`src/rtl/fmps_test_link_pkg.sv`:
```
// Shared constants for the FMPS test link: default header layout, status codes
// and receiver FSM encodings, used by both the transmitter and the receiver.
package fmps_test_link_pkg;

    localparam int          DEF_MAGIC_WIDTH     = 16;
    localparam int          DEF_MAGIC_START_BIT = 16;
    localparam int          DEF_INDEX_WIDTH     = 5;
    localparam int          DEF_INDEX_START_BIT = 10;
    localparam logic [15:0] DEF_HEADER_MAGIC    = 16'hB6CF;

    // Wide enough to count up to the largest supported payload (16 beats).
    localparam int          BEAT_COUNT_WIDTH    = 5;

    localparam logic [1:0]  STATUS_OK           = 2'd0;
    localparam logic [1:0]  STATUS_BAD_MAGIC    = 2'd1;
    localparam logic [1:0]  STATUS_SHORT        = 2'd2;
    localparam logic [1:0]  STATUS_LONG         = 2'd3;

    typedef enum logic [1:0] {
        ST_HEADER  = 2'd0,
        ST_PAYLOAD = 2'd1,
        ST_DRAIN   = 2'd2
    } rxState_t;

    // Header word as the transmitter builds it with the default field layout.
    function automatic logic [31:0] fmpsHeader(input logic [DEF_INDEX_WIDTH-1:0] index);
        return {DEF_HEADER_MAGIC, 16'h0000} | (32'(index) << DEF_INDEX_START_BIT);
    endfunction

endpackage

```
`src/rtl/read_fmps_test_link_if.sv`:
```
// AXI-Stream RX bundle of the FMPS test link; there is no tready, every valid
// beat is consumed by the receiver.
interface read_fmps_test_link_if;
    logic [31:0] tdata;
    logic        tvalid;
    logic        tlast;

    modport master (output tdata, tvalid, tlast);
    modport slave  (input  tdata, tvalid, tlast);
endinterface

```
`src/rtl/fmps_rx_cycle_stats.sv`:
```
// Per fast-acquisition-cycle packet statistics and the cumulative error count
// of the FMPS test link receiver.
module fmps_rx_cycle_stats
    import fmps_test_link_pkg::*;
#(
    parameter int INDEX_WIDTH = DEF_INDEX_WIDTH
) (
    input  logic                      auroraUserClk,
    input  logic                      auroraReset_n,
    input  logic                      auroraFAstrobe,
    input  logic                      packetStrobe,
    input  logic [INDEX_WIDTH-1:0]    packetIndex,
    input  logic                      statusStrobe,
    input  logic [1:0]                statusCode,
    output logic [7:0]                cyclePacketCount,
    output logic [2**INDEX_WIDTH-1:0] cycleIndexMap,
    output logic                      cycleStrobe,
    output logic [15:0]               errorCount
);

    localparam int MAP_WIDTH = 2**INDEX_WIDTH;

    logic [7:0]           runCountReg;
    logic [MAP_WIDTH-1:0] runMapReg;
    logic [MAP_WIDTH-1:0] indexOneHot;

    for (genvar gi = 0; gi < MAP_WIDTH; gi++) begin : gIndexDecode
        assign indexOneHot[gi] = (packetIndex == INDEX_WIDTH'(gi));
    end

    // A packet reported in the same cycle as the FA boundary opens the new cycle.
    always_ff @(posedge auroraUserClk or negedge auroraReset_n) begin
        if (!auroraReset_n) begin
            runCountReg      <= '0;
            runMapReg        <= '0;
            cyclePacketCount <= '0;
            cycleIndexMap    <= '0;
            cycleStrobe      <= 1'b0;
            errorCount       <= '0;
        end else begin
            cycleStrobe <= auroraFAstrobe;
            if (auroraFAstrobe) begin
                cyclePacketCount <= runCountReg;
                cycleIndexMap    <= runMapReg;
                runCountReg      <= packetStrobe ? 8'd1 : 8'd0;
                runMapReg        <= packetStrobe ? indexOneHot : '0;
            end else if (packetStrobe) begin
                runCountReg <= (runCountReg == 8'hFF) ? 8'hFF : runCountReg + 8'd1;
                runMapReg   <= runMapReg | indexOneHot;
            end
            if (statusStrobe && (statusCode != STATUS_OK) && (errorCount != 16'hFFFF)) begin
                errorCount <= errorCount + 16'd1;
            end
        end
    end

endmodule

```
`src/rtl/read_fmps_test_link.sv`:
```
// FMPS test link receiver: parses header + payload packets from the Aurora
// RX stream, reports each packet's status and gathers per-FA-cycle statistics.
module read_fmps_test_link
    import fmps_test_link_pkg::*;
#(
    parameter int                     MAGIC_WIDTH     = DEF_MAGIC_WIDTH,
    parameter int                     MAGIC_START_BIT = DEF_MAGIC_START_BIT,
    parameter int                     INDEX_WIDTH     = DEF_INDEX_WIDTH,
    parameter int                     INDEX_START_BIT = DEF_INDEX_START_BIT,
    parameter int                     NUM_DATA_WORDS  = 1,
    parameter logic [MAGIC_WIDTH-1:0] HEADER_MAGIC    = MAGIC_WIDTH'(DEF_HEADER_MAGIC)
) (
    input  logic                         auroraUserClk,
    input  logic                         auroraReset_n,
    input  logic                         auroraChannelUp,
    input  logic                         auroraFAstrobe,
    read_fmps_test_link_if.slave         FMPS_TEST_AXI_STREAM_RX,
    output logic                         packetStrobe,
    output logic [INDEX_WIDTH-1:0]       packetIndex,
    output logic [32*NUM_DATA_WORDS-1:0] packetData,
    output logic                         statusStrobe,
    output logic [1:0]                   statusCode,
    output logic [7:0]                   cyclePacketCount,
    output logic [2**INDEX_WIDTH-1:0]    cycleIndexMap,
    output logic                         cycleStrobe,
    output logic [15:0]                  errorCount
);

    localparam logic [BEAT_COUNT_WIDTH-1:0] LAST_BEAT = BEAT_COUNT_WIDTH'(NUM_DATA_WORDS - 1);

    rxState_t                     stateReg, stateNext;
    logic [BEAT_COUNT_WIDTH-1:0]  beatCountReg, beatCountNext;
    logic [INDEX_WIDTH-1:0]       indexReg, indexNext;
    logic [32*NUM_DATA_WORDS-1:0] dataBufReg, dataBufNext;
    logic                         wordLoad;
    logic                         packetOkNext;
    logic                         statusFireNext;
    logic [1:0]                   statusCodeNext;

    logic [31:0]            rxData;
    logic                   rxValid;
    logic                   rxLast;
    logic [MAGIC_WIDTH-1:0] hdrMagic;
    logic [INDEX_WIDTH-1:0] hdrIndex;
    logic                   lastBeat;

    assign rxData   = FMPS_TEST_AXI_STREAM_RX.tdata;
    assign rxValid  = FMPS_TEST_AXI_STREAM_RX.tvalid;
    assign rxLast   = FMPS_TEST_AXI_STREAM_RX.tlast;
    assign hdrMagic = rxData[MAGIC_START_BIT +: MAGIC_WIDTH];
    assign hdrIndex = rxData[INDEX_START_BIT +: INDEX_WIDTH];
    assign lastBeat = (beatCountReg == LAST_BEAT);

    // The completing beat goes straight into the assembled word, so the packet
    // data is ready in the same cycle the terminating beat is seen.
    for (genvar gi = 0; gi < NUM_DATA_WORDS; gi++) begin : gPayloadSlot
        assign dataBufNext[gi*32 +: 32] =
            (wordLoad && (beatCountReg == BEAT_COUNT_WIDTH'(gi))) ? rxData : dataBufReg[gi*32 +: 32];
    end

    always_comb begin
        stateNext      = stateReg;
        beatCountNext  = beatCountReg;
        indexNext      = indexReg;
        wordLoad       = 1'b0;
        packetOkNext   = 1'b0;
        statusFireNext = 1'b0;
        statusCodeNext = STATUS_OK;
        if (!auroraChannelUp) begin
            stateNext = ST_HEADER;
        end else if (rxValid) begin
            unique case (stateReg)
                ST_HEADER: begin
                    if (hdrMagic != HEADER_MAGIC) begin
                        statusFireNext = 1'b1;
                        statusCodeNext = STATUS_BAD_MAGIC;
                        stateNext      = rxLast ? ST_HEADER : ST_DRAIN;
                    end else if (rxLast) begin
                        statusFireNext = 1'b1;
                        statusCodeNext = STATUS_SHORT;
                    end else begin
                        indexNext     = hdrIndex;
                        beatCountNext = '0;
                        stateNext     = ST_PAYLOAD;
                    end
                end
                ST_PAYLOAD: begin
                    wordLoad      = 1'b1;
                    beatCountNext = beatCountReg + 1'b1;
                    if (rxLast && lastBeat) begin
                        packetOkNext   = 1'b1;
                        statusFireNext = 1'b1;
                        statusCodeNext = STATUS_OK;
                        stateNext      = ST_HEADER;
                    end else if (rxLast) begin
                        statusFireNext = 1'b1;
                        statusCodeNext = STATUS_SHORT;
                        stateNext      = ST_HEADER;
                    end else if (lastBeat) begin
                        statusFireNext = 1'b1;
                        statusCodeNext = STATUS_LONG;
                        stateNext      = ST_DRAIN;
                    end
                end
                ST_DRAIN: begin
                    if (rxLast) begin
                        stateNext = ST_HEADER;
                    end
                end
                default: stateNext = ST_HEADER;
            endcase
        end
    end

    always_ff @(posedge auroraUserClk or negedge auroraReset_n) begin
        if (!auroraReset_n) begin
            stateReg     <= ST_HEADER;
            beatCountReg <= '0;
            indexReg     <= '0;
            dataBufReg   <= '0;
            packetStrobe <= 1'b0;
            packetIndex  <= '0;
            packetData   <= '0;
            statusStrobe <= 1'b0;
            statusCode   <= STATUS_OK;
        end else begin
            stateReg     <= stateNext;
            beatCountReg <= beatCountNext;
            indexReg     <= indexNext;
            dataBufReg   <= dataBufNext;
            packetStrobe <= packetOkNext;
            statusStrobe <= statusFireNext;
            if (statusFireNext) begin
                statusCode <= statusCodeNext;
            end
            if (packetOkNext) begin
                packetIndex <= indexReg;
                packetData  <= dataBufNext;
            end
        end
    end

    fmps_rx_cycle_stats #(
        .INDEX_WIDTH (INDEX_WIDTH)
    ) uCycleStats (
        .auroraUserClk    (auroraUserClk),
        .auroraReset_n    (auroraReset_n),
        .auroraFAstrobe   (auroraFAstrobe),
        .packetStrobe     (packetStrobe),
        .packetIndex      (packetIndex),
        .statusStrobe     (statusStrobe),
        .statusCode       (statusCode),
        .cyclePacketCount (cyclePacketCount),
        .cycleIndexMap    (cycleIndexMap),
        .cycleStrobe      (cycleStrobe),
        .errorCount       (errorCount)
    );

endmodule
```
`src/flat_wrapper.sv`:
```
// flat-port wrapper written by rule: the top's interface ports become plain ports
module read_fmps_test_link_flat import fmps_test_link_pkg::*;
#(
    parameter int                     MAGIC_WIDTH     = DEF_MAGIC_WIDTH,
    parameter int                     MAGIC_START_BIT = DEF_MAGIC_START_BIT,
    parameter int                     INDEX_WIDTH     = DEF_INDEX_WIDTH,
    parameter int                     INDEX_START_BIT = DEF_INDEX_START_BIT,
    parameter int                     NUM_DATA_WORDS  = 1,
    parameter logic [MAGIC_WIDTH-1:0] HEADER_MAGIC    = MAGIC_WIDTH'(DEF_HEADER_MAGIC)
)
  (auroraUserClk, auroraReset_n, auroraChannelUp, auroraFAstrobe, packetStrobe, packetIndex, packetData, statusStrobe, statusCode, cyclePacketCount, cycleIndexMap, cycleStrobe, errorCount, FMPS_TEST_AXI_STREAM_RX_tdata, FMPS_TEST_AXI_STREAM_RX_tvalid, FMPS_TEST_AXI_STREAM_RX_tlast);
  read_fmps_test_link_if FMPS_TEST_AXI_STREAM_RX_i ();
  input  logic auroraUserClk;
  input  logic auroraReset_n;
  input  logic auroraChannelUp;
  input  logic auroraFAstrobe;
  output logic packetStrobe;
  output logic [INDEX_WIDTH-1:0] packetIndex;
  output logic [32*NUM_DATA_WORDS-1:0] packetData;
  output logic statusStrobe;
  output logic [1:0] statusCode;
  output logic [7:0] cyclePacketCount;
  output logic [2**INDEX_WIDTH-1:0] cycleIndexMap;
  output logic cycleStrobe;
  output logic [15:0] errorCount;
  input wire logic [$bits(FMPS_TEST_AXI_STREAM_RX_i.tdata)-1:0] FMPS_TEST_AXI_STREAM_RX_tdata;
  input wire logic [$bits(FMPS_TEST_AXI_STREAM_RX_i.tvalid)-1:0] FMPS_TEST_AXI_STREAM_RX_tvalid;
  input wire logic [$bits(FMPS_TEST_AXI_STREAM_RX_i.tlast)-1:0] FMPS_TEST_AXI_STREAM_RX_tlast;
  assign FMPS_TEST_AXI_STREAM_RX_i.tdata = FMPS_TEST_AXI_STREAM_RX_tdata;
  assign FMPS_TEST_AXI_STREAM_RX_i.tvalid = FMPS_TEST_AXI_STREAM_RX_tvalid;
  assign FMPS_TEST_AXI_STREAM_RX_i.tlast = FMPS_TEST_AXI_STREAM_RX_tlast;
  read_fmps_test_link #(.MAGIC_WIDTH(MAGIC_WIDTH), .MAGIC_START_BIT(MAGIC_START_BIT), .INDEX_WIDTH(INDEX_WIDTH), .INDEX_START_BIT(INDEX_START_BIT), .NUM_DATA_WORDS(NUM_DATA_WORDS), .HEADER_MAGIC(HEADER_MAGIC)) u_core (.auroraUserClk(auroraUserClk), .auroraReset_n(auroraReset_n), .auroraChannelUp(auroraChannelUp), .auroraFAstrobe(auroraFAstrobe), .FMPS_TEST_AXI_STREAM_RX(FMPS_TEST_AXI_STREAM_RX_i), .packetStrobe(packetStrobe), .packetIndex(packetIndex), .packetData(packetData), .statusStrobe(statusStrobe), .statusCode(statusCode), .cyclePacketCount(cyclePacketCount), .cycleIndexMap(cycleIndexMap), .cycleStrobe(cycleStrobe), .errorCount(errorCount));
endmodule
```
`config.mk`:
```
export PLATFORM = sky130hd
export DESIGN_NAME = read_fmps_test_link_flat
export DESIGN_NICKNAME = d
export VERILOG_FILES = /design/src/rtl/fmps_test_link_pkg.sv /design/src/rtl/read_fmps_test_link_if.sv /design/src/rtl/fmps_rx_cycle_stats.sv /design/src/rtl/read_fmps_test_link.sv /design/src/flat_wrapper.sv
export SDC_FILE = /design/constraint.sdc
export NUM_CORES = 1
export LEC_CHECK = 0
export ABC_AREA = 1
export CAP_MARGIN = 10
export CORE_MARGIN = 2
export CORE_UTILIZATION = 45
export DETAILED_ROUTE_END_ITERATION = 8
export GPL_TIMING_DRIVEN = 0
export PLACE_DENSITY = 0.72
export SETUP_SLACK_MARGIN = 0.4
export SLEW_MARGIN = 10
export SYNTH_ARGS = -nofsm -noshare
export SYNTH_HDL_FRONTEND = slang
export SYNTH_SLANG_ARGS = --single-unit
```
`constraint.sdc`:
```
create_clock -name auroraUserClk -period 1.9 [get_ports auroraUserClk]
set_input_delay 0.285 -clock auroraUserClk [delete_from_list [all_inputs] [get_ports auroraUserClk]]
set_output_delay 0.285 -clock auroraUserClk [all_outputs]
set_load 0.02 [all_outputs]
```
==> run summary, run 1 <==
CP max-delay cell = dfrtp_1
CP Class = reg -> reg
Pre-CTS setup slack = -0.223 ns
Largest net degree at the start of global routing = 113
Global route overflow = 0
RSZ-0062 raised after global routing = true
Fin Clk Skew = 0.0113 ns
Final worst path period need = 1.79 ns
Worst-Skew Late Latency = 0.43 ns
Top_reg_cell synth = dfrtp_1
Post-synth EDFFs = 0
First DRT Iteration DRCs = 374
Ys Warns = 0
CTS tree = done
Crit path launch type = flip-flop
Fmax = 558 MHz
Die ar. = 18200 um2
Fill count = 1341
Clock Tree Buf Depth = 2
Final WS setup = 0.108 ns
Worst-margin pin slew = 0.570 ns
P_leak = 5.67 nW
First-pass GRT wire length = 31.4 mm
R2r setup slk = 0.11 ns
Synth async-reset ratio = 1.00
Critical path fanouts, max = 7
Wirelength per Cell = 14.8 um
Htree depth = 4
I/O pin count = 136
Drt total wl = 19.6 mm
Largest stage delay, worst path = 0.39 ns
Slew Limit Fails = 0
Synth Register Bits = 182
Post-route ant nets = 0
Setup crit end = u_core.packetData[18]
FF-to-FF path depth = 14
RD Place Congestion = 0.826
Overall Power = 0.00864 W
FF-to-FF Start = u_core.beatCountReg[0]
Starting Density = 0.463
DRT Pass-1 Iters = 5
DRC viols = 0
Crit path required time = 2.27 ns
Hpwl dp = 12.2 mm
Cell Pwr Density = 787 nW/um2
Worst-path clk slew = 0.07 ns
Slew headroom = 0.620
CTS buffer count = 17
Vias = 6546
Hold Crit Depth = 1
Initial antenna violation count = 0
Mapped cell area = 7710 um2
Row cnt = 47
Setup violations, final = 0
Final Cycle Share = 0.943
Endpoint class of the critical path = flip-flop
Avg Synthesized Cell Area = 8.68 um2
Hold Fails Final Rpt = 0
Peak supply drop = 0.580 mV
Vias in the first global route = 6342
Distinct cells, synth = 26
Area Growth Syn to Fin = 42.6%
Fin nets = 1138
Number of vias per cell = 4.94
Seq/Total Area, Yosys = 0.591
GRT Util Overall = 0.219
Sequential Power Share = 0.465
Combinational Power Share = 0.135
Reg2reg end = u_core.packetData[18]
Core area = 16600 um2
Syn_nets = 933
CP startpoint = u_core.beatCountReg[0]
Die height = 135 um
Cell count after synthesis = 888
Port bufs = 135
Chip Width = 135 um
Max-cap violations = 0
Outcome = finished, final reports clean
Root Buffer = clkbuf_16
Cell-internal power = 0.00623 W
Sink Count = 182
Power share of the clock group = 0.400
Sw power = 0.00241 W
Net Sw Frac = 0.279
Hold Path Class = in -> reg
Layout cell share with drive strength beyond 1 = 0.239
N_diodes = 0
Critical-path cell list = inv_2 -> ha_4 -> inv_2 -> nor2_2 -> nand2_2 -> buf_4 -> buf_6 -> nor2_4 -> buf_12 -> buf_8 -> nand2_1 -> nand2_2 -> nand2_4 -> nand2_1
Critical path arrival = 2.16 ns
## worst min-delay path by stage
stage | endpoint | from | slack [ns]
after floorplan | u_core.beatCountReg[0] | auroraReset_n | -0.01
after global placement | u_core.uCycleStats.cycleIndexMap[31] | u_core.uCycleStats.cycleIndexMap[31] | 0.46
after detailed placement | u_core.uCycleStats.errorCount[7] | auroraReset_n | 0.29
after CTS | u_core.uCycleStats.cycleStrobe | auroraFAstrobe | 0.32
after global routing | u_core.uCycleStats.cycleStrobe | auroraFAstrobe | 0.31
final | u_core.uCycleStats.cycleStrobe | auroraFAstrobe | 0.33
## cells in the mapped netlist (3+ instances only)
cell | n | share of area
inv_2 | 3 | 0.0015
a21oi_1 | 7 | 0.0045
nand2_1 | 340 | 0.17
nor2_1 | 35 | 0.017
nand4_1 | 4 | 0.0032
xnor2_1 | 11 | 0.013
o21ai_0 | 98 | 0.064
xor2_1 | 5 | 0.0057
clkbuf_1 | 22 | 0.011
buf_6 | 5 | 0.0073
nor3_1 | 5 | 0.0032
nand3_1 | 24 | 0.016
buf_2 | 3 | 0.0019
or2_2 | 4 | 0.0032
inv_1 | 91 | 0.044
ha_1 | 7 | 0.011
o22ai_1 | 31 | 0.025
dfrtp_1 | 182 | 0.59
## kinds of logic after synthesis
kind of cell	share of synthesized area
XOR/XNOR	0.0182
buffers and inverters	0.0693
AND/OR/NAND/NOR	0.214
adder cells (fa/ha/maj)	0.0114
AO/OA/AOI/OAI	0.0956
flip-flops	0.591
## cell type report
| class | instances | area (um2) | share of cell area |
|---|---|---|---|
| clock buffer | 17 | 425 | 0.0387 |
| inverter | 94 | 378 | 0.0344 |
| sequential | 182 | 4580 | 0.416 |
| multi-input combinational | 579 | 3030 | 0.276 |
| buffer | 33 | 300 | 0.0273 |
| timing repair buffer | 186 | 1840 | 0.167 |
| clock inverter | 15 | 161 | 0.0147 |
| tap | 220 | 275 | 0.0250 |
## power by group through the flow
stage	Clock [W]	Sequential, W	Combinational [W]
2_1_floorplan	0	0.00414	0.000391
3_3_place_gp	0	0.00410	0.000804
3_5_place_dp	0	0.00410	0.000832
4_1_cts	0.00351	0.00402	0.00111
5_1_grt	0.00368	0.00403	0.00127
6_report	0.00346	0.00402	0.00116
## per-layer routing
layer / GRT usage / part of all wire / up-vias
met5: 0 / 0 / -
met4: 0.0684 / 0.014 / 0
met3: 0.0473 / 0.041 / 23
met2: 0.365 / 0.51 / 143
met1: 0.287 / 0.44 / 3157
li1: - / - / 3223
## critical path: cells and delay by family (launching register included)
family / cells / cell delay (ns)
fa+ha+maj: 1 / 0.13
buf+inv: 6 / 0.64
flops: 1 / 0.39
simple gates: 7 / 0.55
## sequential cells by signal, indices dropped and copies added, names as in the netlist
signal,cells
u_core.dataBufReg,32
u_core.packetData,32
u_core.uCycleStats.cycleIndexMap,32
u_core.uCycleStats.runMapReg,32
u_core.uCycleStats.errorCount,16
u_core.uCycleStats.cyclePacketCount,8
u_core.uCycleStats.runCountReg,8
u_core.beatCountReg,5
u_core.indexReg,5
u_core.packetIndex,5
u_core.stateReg,2
u_core.statusCode,2
u_core.packetStrobe,1
u_core.statusStrobe,1
u_core.uCycleStats.cycleStrobe,1
## layout by cell type (no fill, tap or decap), drive strengths merged
cell,count
a21oi,7
a22oi,1
a32o,1
buf,62
clkbuf,48
clkdlybuf4s15,13
clkdlybuf4s50,36
clkinv,6
clkinvlp,4
dfrtp,182
dlygate4sd2,76
dlygate4sd3,1
ha,7
inv,99
nand2,342
nand3,26
nand4,4
nor2,37
nor3,5
o21ai,98
o22ai,31
or2,4
xnor2,11
xor2,5
## metrics by stage
stage,utilization,hold WS [ns],area [um2],TNS [ns],cells
2_1_floorplan,-,-0.0106,7860,0,888
3_3_place_gp,0.570,0.458,9490,-1287.12,1243
3_5_place_dp,0.572,0.292,9520,-8.86,1244
4_1_cts,0.636,0.318,10600,0,1312
5_1_grt,0.660,0.311,11000,0,1326
6_report,0.660,0.328,11000,0,1326
## repair_timing
action,CTS,global route
endpoints found under the hold margin,70,0
setup endpoints to repair,205,246
hold buffers,1,0
gates cloned,6,3
pin swaps,23,46
gates resized for setup,207,121
buffers inserted,29,11
Note: power is estimated with default switching activity, not from simulation.
==> run 2: changes to the inputs <==
- SETUP_SLACK_MARGIN: 0.4 -> not set
==> run summary, run 2 (synthesized netlist as in run 1, its figures left out) <==
Worst-path clk slew = 0.06 ns (was 0.07 ns)
Largest stage delay, worst path = 0.68 ns (was 0.39 ns)
Sink Count = 182 (unchanged)
Crit path required time = 1.62 ns (was 2.27 ns)
CP top delay family = buffers and inverters (unchanged)
Global route overflow = 0 (unchanged)
I/O pin count = 136 (unchanged)
Hold Fails Final Rpt = 0 (unchanged)
Most frequent cells in the layout = 338 x nand2_1, 179 x dfrtp_1, 133 x clkdlybuf4s50_1, 92 x o21ai_0, 87 x inv_1 (was 258 x nand2_1, 165 x dfrtp_1, 82 x inv_1, 77 x o21ai_0, 76 x dlygate4sd2_1)
Wirelength per Cell = 13.7 um (was 14.8 um)
Final Cycle Share = 0.962 (was 0.943)
Post-route ant nets = 0 (unchanged)
Worst-Skew Late Latency = 0.43 ns (about the same)
Initial antenna violation count = 0 (unchanged)
Root Buffer = clkbuf_16 (unchanged)
CTS tree = done (unchanged)
Multi-input gate area = 2670 um2 (was 3030 um2)
Final Util = 0.610 (was 0.660)
Area Growth Syn to Fin = 31.6% (was 42.6%)
N_diodes = 0 (unchanged)
Max-cap violations = 0 (unchanged)
Drt total wl = 17.6 mm (was 19.6 mm)
First-pass GRT wire length = 29.5 mm (was 31.4 mm)
Slew Limit Fails = 0 (unchanged)
Critical path fanouts, max = 6 (was 7)
RD Place Congestion = 0.831 (was 0.826)
Crit path launch type = flip-flop (unchanged)
Commonest non-fill, non-tap cell in the layout = nand2_1 (unchanged)
DRC viols = 0 (unchanged)
Critical-path cell list = clkdlybuf4s50_1 (was inv_2 -> ha_4 -> inv_2 -> nor2_2 -> nand2_2 -> buf_4 -> buf_6 -> nor2_4 -> buf_12 -> buf_8 -> nand2_1 -> nand2_2 -> nand2_4 -> nand2_1)
CTS buffer count = 17 (unchanged)
Setup violations, final = 0 (unchanged)
Placed cells = 1244 (unchanged)
Endpoint class of the critical path = output pin (was flip-flop)
M2 GR Usage = 0.329 (was 0.365)
P_leak = 4.87 nW (was 5.67 nW)
CP bufs+invs = 1 (was 6)
Outcome = finished, final reports clean (unchanged)
Worst-margin pin slew = 0.592 ns (was 0.570 ns)
Most Used Layer, Global Route = met2 (unchanged)
Hold Path Class = in -> reg (unchanged)
Hold Path Origin = auroraChannelUp (was auroraFAstrobe)
First DRT Iteration DRCs = 361 (was 374)
Vias = 6234 (was 6546)
Fin Clk Skew = 0.0103 ns (was 0.0113 ns)
Die ar. = 18200 um2 (unchanged)
Port bufs = 135 (unchanged)
Fill count = 1458 (was 1341)
Vias in the first global route = 6164 (was 6342)
CP max-delay cell = clkdlybuf4s50_1 (was dfrtp_1)
Number of vias per cell = 4.85 (was 4.94)
Layout cell share with drive strength beyond 1 = 0.0789 (was 0.239)
Starting Density = 0.463 (unchanged)
Met3 Use GR = 0.0424 (was 0.0473)
Slew headroom = 0.605 (was 0.620)
Fmax = 547 MHz (was 558 MHz)
DRT Pass-1 Iters = 5 (unchanged)
FF-to-FF Start = u_core.beatCountReg[0] (unchanged)
Cell Pwr Density = 833 nW/um2 (was 787 nW/um2)
Core area = 16600 um2 (unchanged)
Peak supply drop = 0.639 mV (was 0.580 mV)
CP startpoint = u_core.packetIndex[1] (was u_core.beatCountReg[0])
Htree depth = 4 (unchanged)
Chip Width = 135 um (unchanged)
CP Class = reg -> out (was reg -> reg)
Largest net degree at the start of global routing = 106 (was 113)
GRT Util Overall = 0.203 (was 0.219)
Fin nets = 1097 (was 1138)
Hpwl dp = 12.1 mm (was 12.2 mm)
Die height = 135 um (unchanged)
Final worst path period need = 1.83 ns (was 1.79 ns)
Met1 Track Usage GR = 0.274 (was 0.287)
Clock Tree Buf Depth = 2 (unchanged)
Register area = 4560 um2 (was 4580 um2)
Row cnt = 47 (unchanged)
Fin cells = 1285 (was 1326)
Critical path arrival = 1.54 ns (was 2.16 ns)
==> run 2: power by group <==
group | internal (W) | switching [W] | leakage, nW
Clock | 0.00200 | 0.00154 | 0.288
Combinational | 0.000391 | 0.000511 | 2.08
Sequential | 0.00393 | 0.0000747 | 2.50
Total | 0.00633 | 0.00213 | 4.87
==> run 2: through the flow <==
step                      power (W)  cell area (um2)  setup TNS, ns  setup WS [ns]  hold slack [ns]
after floorplan             0.00444             7710              0         0.0362          -0.0106
after global routing        0.00879            10100        -0.0618        -0.0159            0.294
final                       0.00845            10100              0         0.0722            0.259
after global placement      0.00480             9340       -1287.98          -7.01            0.463
after detailed placement    0.00482             9370         -17.82         -0.490            0.312
after CTS                   0.00844            10100              0        0.00748            0.339
==> run 2: area by class of cell <==
class / count / share of cell area
Buffer: 33 / 0.0237
Sequential cell: 182 / 0.449
Clock buffer: 21 / 0.0444
Tap cell: 220 / 0.0271
Multi-Input combinational cell: 579 / 0.263
Clock inverter: 11 / 0.0133
Timing Repair Buffer: 145 / 0.144
Inverter: 94 / 0.0353
==> run 2: what timing repair did <==
action / CTS / global route
setup endpoints to repair: 43 / 56
hold endpoints to repair: 77 / 0
hold buffers: 1 / 0
resized for setup: 23 / 28
setup buffers: 5 / 3
pin swaps: 1 / 6
==> run 2: worst reg2reg max path: stages, from the launching register on <==
cell and delay (ns):
dfrtp_1 0.39, inv_2 0.09, ha_4 0.13, inv_2 0.03
nor2_2 0.10, nand2_2 0.08, buf_8 0.14, inv_4 0.06
ha_4 0.14, nand3_4 0.14, clkbuf_4 0.24, nand2_1 0.08
nand2_1 0.05
==> run 2: path summary, 6_finish.rpt <==
kind | end | slack, ns | cells after the start
setup / recovery | packetIndex[1] | 0.07 | 1
hold / removal | u_core.stateReg[1] | 0.26 | 3
setup reg to reg | u_core.packetData[30] | 0.13 | 12
hold reg to reg | u_core.packetData[25] | 0.48 | 2
max in group asynchronous | u_core.indexReg[2] | 0.54 | 3
min in group asynchronous | u_core.uCycleStats.errorCount[9] | 0.43 | 2
==> run 2: routing by layer <==
layer,vias to the layer above,wire length [um]
li1,3129,-
met4,0,227
met3,20,794
met2,142,8380
met5,-,0
met1,2943,8220
